`src/rtl/uart_rx_frame.sv`:
```
// 16x-oversampled UART receiver with a valid/ready holding register and
// error pulses. Define UART_RX_PARITY_EN to expect an even-parity bit.
module uart_rx_frame #(
  parameter int SYS_CLK_FREQ = 200_000_000,
  parameter int BAUD_RATE    = 19200,
  parameter int FRAME_WIDTH  = 8,
  parameter int OVERSAMPLE   = 16
) (
  input  logic                   sys_clk,
  input  logic                   reset,
  input  logic                   rx,
  output logic [0:FRAME_WIDTH-1] dout,
  output logic                   so,
  input  logic                   ro,
  output logic                   frame_err,
  output logic                   parity_err,
  output logic                   overrun
);

  localparam int DIV = SYS_CLK_FREQ / (BAUD_RATE * OVERSAMPLE);
  localparam int DW  = (DIV > 1) ? $clog2(DIV) : 1;
  localparam int TW  = $clog2(OVERSAMPLE);
  localparam int BW  = $clog2(FRAME_WIDTH + 1);
  localparam logic [DW-1:0] DIV_LAST  = DW'(DIV - 1);
  localparam logic [TW-1:0] HALF_LAST = TW'(OVERSAMPLE / 2 - 1);
  localparam logic [TW-1:0] FULL_LAST = TW'(OVERSAMPLE - 1);
  localparam logic [BW-1:0] BITS_LAST = BW'(FRAME_WIDTH - 1);

  typedef enum logic [2:0] {
    S_IDLE      = 3'd0,
    S_START     = 3'd1,
    S_DATA      = 3'd2,
`ifdef UART_RX_PARITY_EN
    S_PARITY    = 3'd3,
`endif
    S_STOP      = 3'd4,
    S_WAIT_IDLE = 3'd5
  } state_t;

  state_t                 state_q, state_d;
  logic                   rx_m_q, rx_s_q;
  logic                   arm_q;
  logic [DW-1:0]          div_q, div_d;
  logic [TW-1:0]          tcnt_q, tcnt_d;
  logic [BW-1:0]          bcnt_q, bcnt_d;
  logic [FRAME_WIDTH-1:0] sh_q, sh_d;
  logic [0:FRAME_WIDTH-1] dout_q, dout_d;
  logic                   so_q, so_d;
  logic                   ferr_q, ferr_d;
  logic                   ovr_q, ovr_d;
  logic                   tick;
  logic                   good;
`ifdef UART_RX_PARITY_EN
  logic                   par_bad_q, par_bad_d;
  logic                   perr_q, perr_d;
`endif

  assign tick = (div_q == DIV_LAST);

  always_comb begin
    state_d = state_q;
    div_d   = tick ? '0 : div_q + 1'b1;
    tcnt_d  = tcnt_q;
    bcnt_d  = bcnt_q;
    sh_d    = sh_q;
    dout_d  = dout_q;
    so_d    = so_q;
    ferr_d  = 1'b0;
    ovr_d   = 1'b0;
    good    = 1'b0;
`ifdef UART_RX_PARITY_EN
    par_bad_d = par_bad_q;
    perr_d    = 1'b0;
`endif
    if (so_q && ro) so_d = 1'b0;

    case (state_q)
      // arm_q blocks a start edge until the line has been seen idle after reset
      S_IDLE: begin
        if (arm_q && !rx_s_q) begin
          state_d = S_START;
          div_d   = '0;
          tcnt_d  = '0;
        end
      end
      S_START: begin
        if (tick) begin
          if (tcnt_q == HALF_LAST) begin
            tcnt_d = '0;
            bcnt_d = '0;
            state_d = rx_s_q ? S_IDLE : S_DATA;
          end else begin
            tcnt_d = tcnt_q + 1'b1;
          end
        end
      end
      S_DATA: begin
        if (tick) begin
          if (tcnt_q == FULL_LAST) begin
            tcnt_d = '0;
            sh_d   = {rx_s_q, sh_q[FRAME_WIDTH-1:1]};
            if (bcnt_q == BITS_LAST) begin
`ifdef UART_RX_PARITY_EN
              state_d = S_PARITY;
`else
              state_d = S_STOP;
`endif
            end else begin
              bcnt_d = bcnt_q + 1'b1;
            end
          end else begin
            tcnt_d = tcnt_q + 1'b1;
          end
        end
      end
`ifdef UART_RX_PARITY_EN
      S_PARITY: begin
        if (tick) begin
          if (tcnt_q == FULL_LAST) begin
            tcnt_d    = '0;
            par_bad_d = (^sh_q) ^ rx_s_q;
            state_d   = S_STOP;
          end else begin
            tcnt_d = tcnt_q + 1'b1;
          end
        end
      end
`endif
      S_STOP: begin
        if (tick) begin
          if (tcnt_q == FULL_LAST) begin
            tcnt_d = '0;
`ifdef UART_RX_PARITY_EN
            perr_d = par_bad_q;
`endif
            if (rx_s_q) begin
`ifdef UART_RX_PARITY_EN
              good = !par_bad_q;
`else
              good = 1'b1;
`endif
              state_d = S_IDLE;
            end else begin
              ferr_d  = 1'b1;
              state_d = S_WAIT_IDLE;
            end
          end else begin
            tcnt_d = tcnt_q + 1'b1;
          end
        end
      end
      S_WAIT_IDLE: begin
        if (rx_s_q) state_d = S_IDLE;
      end
      default: state_d = S_IDLE;
    endcase

    // A consume in the same cycle frees the register for the new word
    if (good) begin
      if (!so_q || ro) begin
        dout_d = sh_q;
        so_d   = 1'b1;
      end else begin
        ovr_d = 1'b1;
      end
    end
  end

  always_ff @(posedge sys_clk or posedge reset) begin
    if (reset) begin
      rx_m_q  <= 1'b1;
      rx_s_q  <= 1'b1;
      arm_q   <= 1'b0;
      state_q <= S_IDLE;
      div_q   <= '0;
      tcnt_q  <= '0;
      bcnt_q  <= '0;
      sh_q    <= '0;
      dout_q  <= '0;
      so_q    <= 1'b0;
      ferr_q  <= 1'b0;
      ovr_q   <= 1'b0;
`ifdef UART_RX_PARITY_EN
      par_bad_q <= 1'b0;
      perr_q    <= 1'b0;
`endif
    end else begin
      rx_m_q  <= rx;
      rx_s_q  <= rx_m_q;
      if (rx_s_q) arm_q <= 1'b1;
      state_q <= state_d;
      div_q   <= div_d;
      tcnt_q  <= tcnt_d;
      bcnt_q  <= bcnt_d;
      sh_q    <= sh_d;
      dout_q  <= dout_d;
      so_q    <= so_d;
      ferr_q  <= ferr_d;
      ovr_q   <= ovr_d;
`ifdef UART_RX_PARITY_EN
      par_bad_q <= par_bad_d;
      perr_q    <= perr_d;
`endif
    end
  end

  assign dout      = dout_q;
  assign so        = so_q;
  assign frame_err = ferr_q;
  assign overrun   = ovr_q;
`ifdef UART_RX_PARITY_EN
  assign parity_err = perr_q;
`else
  assign parity_err = 1'b0;
`endif

endmodule

```
`config.mk`:
```
export PLATFORM = sky130hd
export DESIGN_NAME = uart_rx_frame
export DESIGN_NICKNAME = d
export VERILOG_FILES = /design/src/rtl/uart_rx_frame.sv
export SDC_FILE = /design/constraint.sdc
export NUM_CORES = 1
export LEC_CHECK = 0
export ABC_AREA = 1
export BUFFER_PORTS_ARGS = -buffer_cell sky130_fd_sc_hd__buf_2
export CAP_MARGIN = 40
export CORE_MARGIN = 1
export CORE_UTILIZATION = 59
export CTS_CLUSTER_SIZE = 25
export DETAILED_ROUTE_END_ITERATION = 8
export GPL_TIMING_DRIVEN = 0
export PLACE_DENSITY = 0.78
export SYNTH_ARGS = -nofsm -noshare
export SYNTH_HDL_FRONTEND = slang
export SYNTH_SLANG_ARGS = --single-unit
```
`constraint.sdc`:
```
create_clock -name sys_clk -period 1.7 [get_ports sys_clk]
set_input_delay 0.51 -clock sys_clk [delete_from_list [all_inputs] [get_ports sys_clk]]
set_output_delay 0.51 -clock sys_clk [all_outputs]
set_load 0.005 [all_outputs]
```
==> results of run 1 <==
## layout make-up
cell class,instances,area (um^2)
Buffer,3,18.8
Tap cell,46,57.6
Sequential cell,43,1080
Clock buffer,5,37.5
Clock inverter,3,23.8
Multi-Input combinational cell,186,997
Fill cell,264,946
Timing Repair Buffer,22,155
Inverter,27,101
## per-stage QoR
| step | setup TNS [ns] | power (mW) | hold slack, ns | instances | setup slack [ns] |
|---|---|---|---|---|---|
| final | 0 | 2.69 | 0.126 | 335 | 0.123 |
| after global routing | -0.0156 | 2.89 | 0.137 | 335 | -0.0112 |
| after global placement | -14.49 | 2.05 | 0.348 | 319 | -0.343 |
| after detailed placement | -0.579 | 2.08 | 0.349 | 320 | -0.0717 |
| after floorplan | 0 | 1.90 | 0.345 | 259 | 0.163 |
| after CTS | 0 | 2.60 | 0.122 | 329 | 0.00903 |
## registers in the layout (all words and copies together) (netlist names)
name	cells
tcnt_q	4
div_q	10
dout	8
frame_err	1
overrun	1
rx_m_q	1
arm_q	1
sh_q	8
bcnt_q	4
rx_s_q	1
so	1
state_q	3
## Yosys cell counts (all sizes together)
| master | n | area, um^2 |
|---|---|---|
| nand2 | 81 | 314 |
| dfrtp | 41 | 1030 |
| nand3 | 36 | 208 |
| nor2 | 30 | 138 |
| inv | 27 | 101 |
| o21ai | 10 | 65.1 |
| a21oi | 6 | 37.5 |
| nor3b | 6 | 45.0 |
| nor3 | 5 | 36.3 |
| ha | 4 | 50.1 |
| buf | 2 | 15.0 |
| dfstp | 2 | 52.6 |
| nand4 | 2 | 12.5 |
| xor2 | 2 | 17.5 |
| and3 | 1 | 6.26 |
| clkbuf | 1 | 3.75 |
| conb | 1 | 3.75 |
| nand3b | 1 | 7.51 |
| or2 | 1 | 6.26 |
## critical path: stages, from the launching register on
cell,delay (ns)
dfrtp_1,0.42
inv_1,0.06
ha_1,0.14
nand2_1,0.06
nor2_2,0.12
nand3_4,0.18
nor2_4,0.21
buf_4,0.18
nand3_1,0.07
nand2_1,0.08
## metal layers
layer,vias up,part of all wire
met1,793,0.48
li1,887,-
met5,-,0
met2,57,0.47
met3,5,0.045
met4,0,0.012
## power by group through the flow
stage               sequential [mW]  clock, mW  combinational (mW)
global route                   1.25      0.575                1.06
finish                         1.24      0.516               0.934
global placement               1.25          0               0.800
floorplan                      1.23          0               0.666
CTS                            1.24      0.533               0.830
detailed placement             1.25          0               0.827
## final timing paths
| kind | start | end | slack [ns] | cells past startpoint |
|---|---|---|---|---|
| worst max-delay path | div_q[0] | sh_q[6] | 0.12 | 9 |
| worst min-delay path | reset | div_q[2] | 0.13 | 2 |
| worst max register to register | div_q[0] | sh_q[6] | 0.12 | 9 |
| worst min register to register | rx_m_q | rx_s_q | 0.37 | 0 |
| max in group asynchronous | reset | so | 1.12 | 3 |
| min in group sys_clk | rx | rx_m_q | 0.24 | 1 |
## timing repair
action	CTS	global route
buffers inserted	1	6
pin swaps	1	3
resized for setup	1	10
endpoints found under the setup margin	16	29
## logic make-up after synthesis
logic type / Yosys count
AND/OR/NAND/NOR: 163
buffers and inverters: 30
XOR/XNOR: 2
flip-flops: 43
AO/OA/AOI/OAI: 16
adder cells (fa/ha/maj): 4
other: 1
==> reports/summary.txt, run 1 <==
Num CTS Buffers = 5
Post-Synth Adder-Cell Area = 0.0233
Critical Path Fanout Max = 8
Diodes inserted = 0
leakage power = 1.32 nW
core area = 3420 um^2
# port buffers = 14
HPWL Detailed = 2.65 mm
Synth Cell Area = 2150 um^2
Routability Congestion = 0.927
final antenna-violating net count = 0
clock power share = 0.192
Sw Pwr = 1.06 mW
Cell Int Power = 1.62 mW
DR pass1 iterations = 4
met3 usage = 0.0386
final core utilization = 0.723
Placed Area = 2290 um^2
Hold Vio Cnt, Final = 0
critical path type = reg2reg
clock buffer depth = 2
global-route wire length before repair = 6.75 mm
Global Route Usage Sum = 0.216
DR vias/cell = 5.20
Root Driver = clkbuf_4
HP Class = in2async
hold_buf cts = 0
GR Layer Usage met2 = 0.335
wire length per cell = 11.6 um
DR DRC count = 0
P per Cell Area = 1090 nW/um^2
DIE AREA = 3880 um^2
post-synthesis compound-gate area fraction = 0.0478
vias in the first global route = 1561
number of max-capacitance violations reported = 0
die height = 62.3 um
busiest grt layer = met2
Initial Utilization = 0.628
Reg power frac = 0.460
Req. time, crit path = 2.00 ns
insertion delay to the later sink of the worst-skew pair = 0.35 ns
vias = 1742
final non-filler cell area = 2470 um^2
CP Capture Type = flip-flop
count of state elements after synthesis = 43
row cnt = 21
minimum clock period = 1.58 ns
combinational share of power = 0.348
Final Max Slew Viols = 0
First DRT Iteration DRCs = 94
worst vdd ir = 874 uV
TritonCTS clock tree = done
GRT overflow = 0
sequential fraction of the synthesis area = 0.503
Reg clk slew, reported paths = 0.14 ns
syn nets = 267
cell count after synthesis = 259
Die W = 62.3 um
htree depth = 2
largest net degree at the start of global routing = 27
CP startpoint kind = flip-flop
mux share of post-synthesis cell area = 0
simple-gate share of the synthesized area = 0.360
average cell area after synthesis = 8.28 um^2
fin crit share = 0.927
final setup fails = 0
largest family of logic cells by synthesized area = simple AND/OR/NAND/NOR gates
fraction of layout cells with a size suffix above 1 = 0.215
leading cell type in the layout, fill and taps excluded = nand2_1
Crit path arrival time = 1.88 ns
Area Growth Syn to Fin = 15.1%
most frequent cells in the layout = 76 x nand2_1, 41 x dfrtp_1, 30 x nand3_1
initial antenna violation count = 0
status = complete, no violations
xor-xnor portion of the synthesized cell area = 0.00816
I/O Pins = 16
sw frac = 0.396
final WL = 3.89 mm
Netlist cell types = 30
Sink Count = 43
Max Clk Rate = 0.634 GHz
synth warn = 0
nets = 296
clock skew = 0.00724 ns
met1 Track Usage GR = 0.307
No activity file was read; power rests on OpenSTA's default activity.
==> run 2: changes to the inputs <==
--- a/config.mk
+++ b/config.mk
@@ -9,11 +9,11 @@
 export BUFFER_PORTS_ARGS = -buffer_cell sky130_fd_sc_hd__buf_2
 export CAP_MARGIN = 40
 export CORE_MARGIN = 1
-export CORE_UTILIZATION = 59
+export CORE_UTILIZATION = 55
 export CTS_CLUSTER_SIZE = 25
 export DETAILED_ROUTE_END_ITERATION = 8
 export GPL_TIMING_DRIVEN = 0
-export PLACE_DENSITY = 0.78
+export PLACE_DENSITY = 0.74
 export SYNTH_ARGS = -nofsm -noshare
 export SYNTH_HDL_FRONTEND = slang
 export SYNTH_SLANG_ARGS = --single-unit
==> run 2 against run 1 <==
Combinational power decreased by 5.5%. Sequential cell count unchanged. Register-to-register slack about the same. Cell count unchanged. Worst setup slack got worse by 0.0096 ns. Clock skew increased by 0.0024 ns. Worst hold slack improved by 0.094 ns. Largest power group unchanged. Highest routed layer unchanged.
==> reports/summary.txt, run 2 (same netlist as run 1, synthesis figures left out) <==
status = complete, no violations
worst reg-to-reg path cell count = 8 (-1)
Area Growth Syn to Fin = 15.9%
largest net degree at the start of global routing = 24 (-11%)
Crit path arrival time = 1.75 ns (-0.13 ns)
RSZ-0062 raised after global routing = yes
wire length per cell = 12.4 um (+6.4%)
insertion delay to the later sink of the worst-skew pair = 0.30 ns (-0.05 ns)
# port buffers = 14 (unchanged)
RR Endpoint = div_q[8]
vias = 1690 (-3.0%)
hold_buf cts = 0 (unchanged)
GR Layer Usage met2 = 0.387 (+0.0517)
Root Driver = clkbuf_8
Routability Congestion = 0.827 (-11%)
nets = 294 (-0.68%)
final antenna-violating net count = 0 (unchanged)
Initial Utilization = 0.582 (-0.0465)
vias in the first global route = 1608 (+3.0%)
minimum clock period = 1.59 ns (+0.00961 ns)
CP startpoint kind = flip-flop
Final Max Slew Viols = 0 (unchanged)
met3 usage = 0.0528 (+0.0142)
DR DRC count = 0 (unchanged)
Die W = 64.5 um (+3.5%)
register with the most flip-flops = div_q
leading cell type in the layout, fill and taps excluded = nand2_1
core area = 3690 um^2 (+8.0%)
busiest grt layer = met2
fin crit share = 0.933 (+0.00565)
critical path type = reg2reg
DIE AREA = 4160 um^2 (+7.0%)
global-route wire length before repair = 7.02 mm (+4.0%)
final worst slack = 0.114 ns (-0.00961 ns)
Num CTS Buffers = 5 (unchanged)
met1 Track Usage GR = 0.272 (-0.0346)
worst reg2reg setup slack = 0.11 ns (about the same)
htree depth = 2 (unchanged)
Overall Power = 2.76 mW (+2.6%)
leakage power = 1.31 nW (-0.89%)
Diodes inserted = 0 (unchanged)
Placed Area = 2300 um^2 (+0.44%)
First DRT Iteration DRCs = 102 (+8.5%)
final WL = 4.14 mm (+6.4%)
DR pass1 iterations = 5 (+1)
TritonCTS clock tree = done
Req. time, crit path = 1.86 ns (-0.14 ns)
clock skew = 0.00967 ns (+0.00243 ns)
Worst R2R Start = div_q[0]
CP Capture Type = flip-flop
Critical Path Fanout Max = 10 (+2)
worst vdd ir = 784 uV (-10%)
Global Route Usage Sum = 0.225 (+0.00821)
post-place setup slack = -0.0785 ns (-0.00682 ns)
DR vias/cell = 5.04 (-3.0%)
Reg clk slew, reported paths = 0.09 ns (-0.05 ns)
number of max-capacitance violations reported = 0 (unchanged)
number of fill cells in the layout = 319 (+21%)
row cnt = 22 (+4.8%)
Max Clk Rate = 0.630 GHz (-0.61%)
P per Cell Area = 1110 nW/um^2 (+1.9%)
final setup fails = 0 (unchanged)
GRT overflow = 0 (unchanged)
I/O Pins = 16 (unchanged)
initial antenna violation count = 0 (unchanged)
most frequent cells in the layout = 76 x nand2_1, 41 x dfrtp_1, 30 x nand3_1
max reg flops = 10 (unchanged)
fraction of layout cells with a size suffix above 1 = 0.209 (-0.00547)
HP Class = in2async
Hold Vio Cnt, Final = 0 (unchanged)
clock buffer depth = 2 (unchanged)
HPWL Detailed = 2.83 mm (+6.8%)
die height = 64.5 um (+3.5%)
Sink Count = 43 (unchanged)
final non-filler cell area = 2490 um^2 (+0.71%)
[run 2: routing by layer]
| metal | vias up | part of all wire |
|---|---|---|
| met5 | - | 0 |
| li1 | 881 | - |
| met2 | 28 | 0.51 |
| met3 | 5 | 0.031 |
| met1 | 776 | 0.44 |
| met4 | 0 | 0.016 |
[run 2: per-stage QoR]
step | util | hold slack [ns] | setup TNS (ns) | cells
2_1_floorplan | - | 0.345 | 0 | 259
3_3_place_gp | 0.617 | 0.355 | -13.58 | 321
3_5_place_dp | 0.624 | 0.354 | -0.514 | 322
4_1_cts | 0.659 | 0.231 | 0 | 332
5_1_grt | 0.674 | 0.243 | -0.0555 | 335
6_report | 0.674 | 0.220 | 0 | 335
[run 2: cell type report]
| type | count | area, um^2 | area share |
|---|---|---|---|
| Timing Repair Buffer | 20 | 148 | 0.0594 |
| Tap cell | 48 | 60.1 | 0.0241 |
| Sequential cell | 43 | 1080 | 0.434 |
| Multi-Input combinational cell | 186 | 992 | 0.399 |
| Inverter | 27 | 101 | 0.0407 |
| Buffer | 3 | 18.8 | 0.00755 |
| Clock buffer | 5 | 68.8 | 0.0277 |
| Clock inverter | 3 | 20.0 | 0.00805 |
[run 2: worst max path at each step]
stage	startpoint	end	slack (ns)	cells after the start
after detailed placement	div_q[0]	dout[5]	-0.08	9
after CTS	div_q[0]	dout[1]	0.04	9
after global placement	reset	dout[3]	-0.32	2
final	div_q[0]	div_q[8]	0.11	8
after floorplan	div_q[0]	dout[0]	0.16	9
after global routing	tcnt_q[0]	bcnt_q[2]	-0.02	10
[run 2: report_power, final]
| group | leakage, nW | switching (mW) | internal, mW | total, mW |
|---|---|---|---|---|
| sequential | 0.579 | 0.119 | 1.12 | 1.24 |
| combinational | 0.692 | 0.583 | 0.300 | 0.883 |
| clock | 0.0402 | 0.347 | 0.286 | 0.633 |
| total | 1.31 | 1.05 | 1.71 | 2.76 |
[run 2: repair_timing]
action / CTS / global route
pin swaps: 3 / 2
gates resized for setup: 2 / 8
endpoints found under the setup margin: 11 / 29
buffers inserted: 2 / 3
[run 2: critical path: stages (launching register included)]
cell     delay, ns
dfrtp_1       0.41
inv_1         0.07
ha_1          0.15
nand2_1       0.07
nor2_2        0.13
nand3_4       0.16
buf_4         0.18
o21ai_2       0.18
nor3_1        0.12
